### src/rtl/shift_seq_pkg.sv
// rtl/shift_seq_pkg.sv - shared state encoding, default widths and step sizes for shift_sequencer
package shift_seq_pkg;

  localparam int DATA_W_DEF = 64;
  localparam int CNT_W_DEF  = 6;
  localparam int STEP_BIG   = 8;
  localparam int STEP_SMALL = 1;

  typedef enum logic [1:0] {
    IDLE   = 2'd0,
    SHIFT8 = 2'd1,
    SHIFT1 = 2'd2,
    DONE   = 2'd3
  } state_e;

endpackage

### src/rtl/shift_step.sv
// rtl/shift_step.sv - one combinational right-shift step of 8 or 1 bits with a selectable fill bit
module shift_step
  import shift_seq_pkg::*;
#(
  parameter int DATA_W = DATA_W_DEF
) (
  input  logic [DATA_W-1:0] value,
  input  logic              sel8,
  input  logic              fill,
  output logic [DATA_W-1:0] shifted
);

  always_comb begin
    if (sel8) begin
      shifted = {{STEP_BIG{fill}}, value[DATA_W-1:STEP_BIG]};
    end else begin
      shifted = {{STEP_SMALL{fill}}, value[DATA_W-1:STEP_SMALL]};
    end
  end

endmodule

### src/rtl/shift_sequencer.sv
// rtl/shift_sequencer.sv - multi-cycle right shifter stepping by 8 then by 1 until the count is spent
// SHIFT_SEQ_ARITH_EN adds the arith port and sign-filled shifts.
module shift_sequencer
  import shift_seq_pkg::*;
#(
  parameter int DATA_W = DATA_W_DEF,
  parameter int CNT_W  = CNT_W_DEF
) (
  input  logic              clock,
  input  logic              reset_n,
  input  logic              start,
  input  logic              abort,
  input  logic [DATA_W-1:0] a,
  input  logic [CNT_W-1:0]  shamt,
`ifdef SHIFT_SEQ_ARITH_EN
  input  logic              arith,
`endif
  output logic              busy,
  output logic              done,
  output logic [DATA_W-1:0] result
);

  state_e              r_state;
  state_e              w_state_nxt;
  logic [DATA_W-1:0]   r_work;
  logic [CNT_W-1:0]    r_cnt;
  logic [DATA_W-1:0]   r_result;
  logic                w_accept;
  logic                w_sel8;
  logic                w_fill;
  logic [DATA_W-1:0]   w_step_out;
  logic [CNT_W-1:0]    w_cnt_step;
  logic [CNT_W-1:0]    w_route_cnt;

`ifdef SHIFT_SEQ_ARITH_EN
  logic r_fill;

  always_ff @(posedge clock or negedge reset_n) begin
    if (!reset_n) begin
      r_fill <= 1'b0;
    end else if (w_accept) begin
      r_fill <= arith & a[DATA_W-1];
    end
  end

  assign w_fill = r_fill;
`else
  assign w_fill = 1'b0;
`endif

  assign w_sel8     = (r_state == SHIFT8);
  assign w_cnt_step = r_cnt - (w_sel8 ? CNT_W'(STEP_BIG) : CNT_W'(STEP_SMALL));

  shift_step #(.DATA_W(DATA_W)) u_step (
    .value   (r_work),
    .sel8    (w_sel8),
    .fill    (w_fill),
    .shifted (w_step_out)
  );

  always_ff @(posedge clock or negedge reset_n) begin
    if (!reset_n) begin
      r_state <= IDLE;
    end else begin
      r_state <= w_state_nxt;
    end
  end

  // Accept and shift steps share one routing rule on the count that remains afterwards.
  always_comb begin
    w_state_nxt = r_state;
    w_accept    = 1'b0;
    w_route_cnt = w_cnt_step;
    case (r_state)
      IDLE, DONE: begin
        w_state_nxt = IDLE;
        if (start && !abort) begin
          w_accept    = 1'b1;
          w_route_cnt = shamt;
        end
      end
      default: ;
    endcase
    if (r_state != IDLE || w_accept) begin
      if (w_state_nxt != IDLE || w_accept || r_state == SHIFT8 || r_state == SHIFT1) begin
        if (w_route_cnt >= CNT_W'(STEP_BIG)) begin
          w_state_nxt = SHIFT8;
        end else if (w_route_cnt != '0) begin
          w_state_nxt = SHIFT1;
        end else begin
          w_state_nxt = DONE;
        end
      end
    end
    if (r_state == DONE && !w_accept) begin
      w_state_nxt = IDLE;
    end
    if (abort) begin
      w_state_nxt = IDLE;
    end
  end

  always_ff @(posedge clock or negedge reset_n) begin
    if (!reset_n) begin
      r_work <= '0;
      r_cnt  <= '0;
    end else if (w_accept) begin
      r_work <= a;
      r_cnt  <= shamt;
    end else if (!abort && (r_state == SHIFT8 || r_state == SHIFT1)) begin
      r_work <= w_step_out;
      r_cnt  <= w_cnt_step;
    end
  end

  // Result is written only on the edge that enters DONE, so it never shows a partial shift.
  always_ff @(posedge clock or negedge reset_n) begin
    if (!reset_n) begin
      r_result <= '0;
    end else if (w_state_nxt == DONE) begin
      r_result <= w_accept ? a : w_step_out;
    end
  end

  assign busy   = (r_state == SHIFT8) || (r_state == SHIFT1);
  assign done   = (r_state == DONE);
  assign result = r_result;

endmodule

### config.mk
export PLATFORM = sky130hd
export DESIGN_NAME = shift_sequencer
export DESIGN_NICKNAME = d
export VERILOG_FILES = /design/src/rtl/shift_seq_pkg.sv /design/src/rtl/shift_step.sv /design/src/rtl/shift_sequencer.sv
export SDC_FILE = /design/constraint.sdc
export NUM_CORES = 1
export LEC_CHECK = 0
export CAP_MARGIN = 15
export CORE_MARGIN = 5
export CORE_UTILIZATION = 25
export CTS_CLUSTER_DIAMETER = 30
export CTS_CLUSTER_SIZE = 16
export DETAILED_ROUTE_END_ITERATION = 10
export PLACE_DENSITY = 0.42
export REMOVE_ABC_BUFFERS = 1
export SLEW_MARGIN = 20
export SYNTH_ARGS = -nofsm -noshare
export SYNTH_HDL_FRONTEND = slang
export SYNTH_SLANG_ARGS = --single-unit
### constraint.sdc
create_clock -name clock -period 8.3 [get_ports clock]
set_input_delay 0.83 -clock clock [delete_from_list [all_inputs] [get_ports clock]]
set_output_delay 0.83 -clock clock [all_outputs]
set_load 0.02 [all_outputs]
==> impl_metrics.py <==
metrics = {
    "placed_design": {
        "port_buffers": 139,
        "place_hpwl_um": 12900,
        "dp_cells": 1110,
        "pre_cts_ws_ps": 3500,
        "routabilityCongestion": 0.785,
    },
    "setup_path": {
        "cp-endpoint": "result[57]",
        "crit_family": "buffers and inverters",
        "rr_worst_depth": 13,
        "cp-start-kind": "flip-flop",
        "reg2reg_slack_ps": 3510,
        "r2r-start": "r_state[1]",
        "cp_num_buf_inv": 4,
        "cp_slowest_cell": "buf_4",
        "crit_path_max_fanout": 58,
        "cp_data_required_time_ps": 8600,
        "worstSetupPathType": "flip-flop to flip-flop",
        "reg2reg_to": "result[57]",
        "cpPeakStageDelay_ps": 750,
        "arrival_ps": 5080,
        "path_depth": 13,
        "worstPathCellList": "inv_1 -> ha_4 -> buf_4 -> clkinv_1 -> ha_1 -> ha_1 -> xor2_1 -> mux2i_1 -> o21ai_1 -> or3b_4 -> o21ai_4 -> buf_4 -> mux2_2",
        "endpoint_kind": "flip-flop",
        "crit_path_start": "r_state[1]",
    },
    "logic_synthesis": {
        "ys_seq_area_share_pct": 50.8,
        "syn_area_sq_um": 6650,
        "synthCells": 673,
        "synthMuxAreaShare_pct": 20.0,
        "syn-mean-instance-area_sq_um": 9.88,
        "synthAdderAreaFrac_pct": 1.69,
        "synth_top_family_by_area": "multiplexers",
        "yosysUniqueCellTypes": 38,
        "synth_warnings": 0,
        "synth_xor_area_share_pct": 0.395,
        "synth_compound_area_share_pct": 11.0,
        "ys_ff_latch": 135,
        "yosys.area_share.simple_pct": 9.29,
    },
    "clock_tree": {
        "numCtsBuffers": 17,
        "clock-sinks": 135,
        "post_cts_buffers": 0,
        "clock_latency_ps": 420,
        "cts-root-buf": "clkbuf_16",
        "cts_tree": "done",
        "clkTransAtPathRegs_ps": 70,
        "cts_hold_buf": 0,
        "htreeDepth": 4,
        "cts_max_path_buffers": 2,
        "cts_resized": 0,
    },
    "grt": {
        "grt_overflow": 0,
        "first_global_vias": 5301,
        "grt_pass1_wl_um": 30200,
        "antenna_found_initial": 0,
        "grt_usage_pct": 12.5,
        "grt_max_degree": 119,
    },
    "timing": {
        "worstMarginPinSlew_ps": 1020,
        "setup_viol": 0,
        "slew_violations": 0,
        "slew_headroom_pct": 32.2,
        "fmax_ghz": 0.209,
        "post-route-min-period_ps": 4790,
        "finClkSkew_ps": 9.37,
        "post-route-period-util_pct": 57.7,
        "final_hold_viol_count": 0,
        "rsz0062_at_grt": "no",
        "setup_ws_ps": 3510,
    },
    "floorplanning": {
        "ios": 140,
        "core_area_sq_um": 26100,
        "die_w_um": 173,
        "row_count": 59,
        "die-area_sq_um": 30000,
        "initial_core_util_pct": 25.4,
        "die_h_um": 173,
    },
    "power_and_ir_drop": {
        "power.leakage_nw": 3.90,
        "vdd_drop_max_mv": 0.119,
        "total_power_w": 0.00311,
        "swShare_pct": 36.4,
        "seq_power_share_pct": 35.0,
        "pwr-share-clk_pct": 27.0,
        "p_int_w": 0.00198,
        "power_density_nw_per_um2": 347,
        "pwr-share-comb_pct": 38.0,
        "p_sw_w": 0.00113,
    },
    "cells_and_area": {
        "num_antenna_cells": 0,
        "syn2layout_area_growth_pct": 34.9,
        "drive_above_1_share_pct": 7.43,
        "fillCellCount": 2731,
        "fin_util_pct": 34.3,
        "fin_cells": 1142,
        "nets": 877,
    },
    "detailed_routing": {
        "route.detailed.drc": 0,
        "drtIter0Drc": 209,
        "drt_wl_total_um": 18600,
        "antenna_left": 0,
        "firstDrtPassIters": 4,
        "wl_per_cell_um": 16.3,
        "vias": 4981,
        "avgViaCountPerCell": 4.36,
    },
    "run": {
        "cap_violations": 0,
    },
    "run_status": {
        "status": "finished clean",
    },
    "worst_hold_path": {
        "hold_path_class": "input port to asynchronous set/reset pin",
    },
}
-- layout make-up --
type | count | area [sq um] | area share, %
flip-flops and latches | 135 | 3380 | 37.7
inverters | 60 | 225 | 2.51
repair buffers | 146 | 1450 | 16.1
multi-input cells | 434 | 2860 | 31.8
well taps | 335 | 419 | 4.67
clock buffers | 20 | 447 | 4.98
clock inverters | 12 | 199 | 2.22
-- state kept, by name, summed over array words and instances (netlist names) --
name	cells
result	64
r_cnt	6
r_state	2
r_work	63
-- cell families (layout without fill, tap and decap cells) --
| family | Yosys count | after routing |
|---|---|---|
| and+or+nand+nor | 153 | 153 |
| AOI/OAI and AO/OA | 140 | 140 |
| DFF | 135 | 135 |
| muxes | 129 | 129 |
| buffers and inverters | 104 | 238 |
| adders and majority gates | 9 | 9 |
| xor gates and xnor gates | 3 | 3 |
-- power by group through the flow --
| stage | Combinational [W] | Clock (W) | Sequential [W] |
|---|---|---|---|
| finish | 0.00118 | 0.000840 | 0.00109 |
| global route | 0.00132 | 0.000888 | 0.00113 |
| CTS | 0.00121 | 0.000863 | 0.00110 |
| detailed placement | 0.00120 | 0 | 0.00111 |
| global placement | 0.00119 | 0 | 0.00110 |
| floorplan | 0.000690 | 0 | 0.00116 |
-- layer usage --
metal | global-route usage (%) | part of all wire (%) | wire length [um] | vias to the layer above
li1 | - | - | - | 2481
met1 | 16.7 | 47 | 8720 | 2394
met2 | 20.1 | 48 | 8880 | 81
met3 | 2.71 | 3.0 | 555 | 25
met4 | 4.72 | 2.3 | 424 | 0
met5 | 0 | 0 | 0 | -
-- worst min-delay path by stage --
stage          startpoint         to  slack [ps]  cells past startpoint
2_1_floorplan   r_work[1]  r_work[1]         450                      2
3_3_place_gp    r_work[1]  r_work[1]         470                      2
3_5_place_dp    r_work[5]  r_work[5]         470                      2
4_1_cts           reset_n  result[4]         440                      1
5_1_grt           reset_n  result[4]         480                      1
6_report          reset_n  result[4]         420                      1
-- synthesized netlist by cell type --
| master | number | area, sq um |
|---|---|---|
| and2_1 | 1 | 6.26 |
| or3b_1 | 1 | 8.76 |
| a211o_1 | 1 | 8.76 |
| dfrtp_1 | 135 | 3380 |
| mux2_4 | 5 | 75.1 |
| o31ai_1 | 2 | 15.0 |
| nand3_1 | 1 | 5.00 |
| nor2_1 | 62 | 233 |
| and3_1 | 1 | 6.26 |
| buf_2 | 1 | 5.00 |
| nand4_1 | 2 | 12.5 |
| xor2_1 | 1 | 8.76 |
| nor3_1 | 3 | 15.0 |
| a211oi_1 | 2 | 15.0 |
| o21ai_1 | 1 | 5.00 |
| clkinv_1 | 1 | 3.75 |
| mux2_2 | 11 | 124 |
| mux2i_1 | 113 | 1130 |
| xnor2_1 | 2 | 17.5 |
| clkbuf_1 | 30 | 113 |
| or3b_2 | 1 | 8.76 |
| o211ai_1 | 1 | 7.51 |
| inv_1 | 59 | 221 |
| ha_1 | 9 | 113 |
| or3b_4 | 1 | 11.3 |
| or3_1 | 1 | 6.26 |
| buf_12 | 1 | 20.0 |
| o21ai_0 | 66 | 330 |
| buf_6 | 6 | 67.6 |
| o21ai_2 | 1 | 8.76 |
| o21a_1 | 2 | 15.0 |
| o21bai_1 | 1 | 7.51 |
| a21oi_1 | 62 | 310 |
| a41oi_1 | 1 | 8.76 |
| buf_1 | 6 | 22.5 |
| nand2b_1 | 2 | 12.5 |
| nand2_1 | 76 | 285 |
| nor3b_1 | 1 | 7.51 |
-- layout by cell type, fill, tap and decap left out, types with 3 or more instances in the layout --
master,instances
mux2i_1,113
buf_4,6
nor2_1,62
bufinv_16,5
mux2_4,5
mux2_2,11
clkinv_2,3
inv_1,59
nand2_1,76
dfrtp_1,135
clkdlybuf4s50_1,138
ha_1,8
o21ai_0,66
clkbuf_16,17
nor3_1,3
a21oi_1,62
-- per-stage QoR --
step	hold WS [ps]	TNS [ps]	cell area, sq um
after global routing	479	0	8970
final	419	0	8970
after global placement	470	0	8320
after floorplan	449	-266960	6420
after detailed placement	475	0	8320
after CTS	439	0	8970
Power figures use the tool's default switching activity.
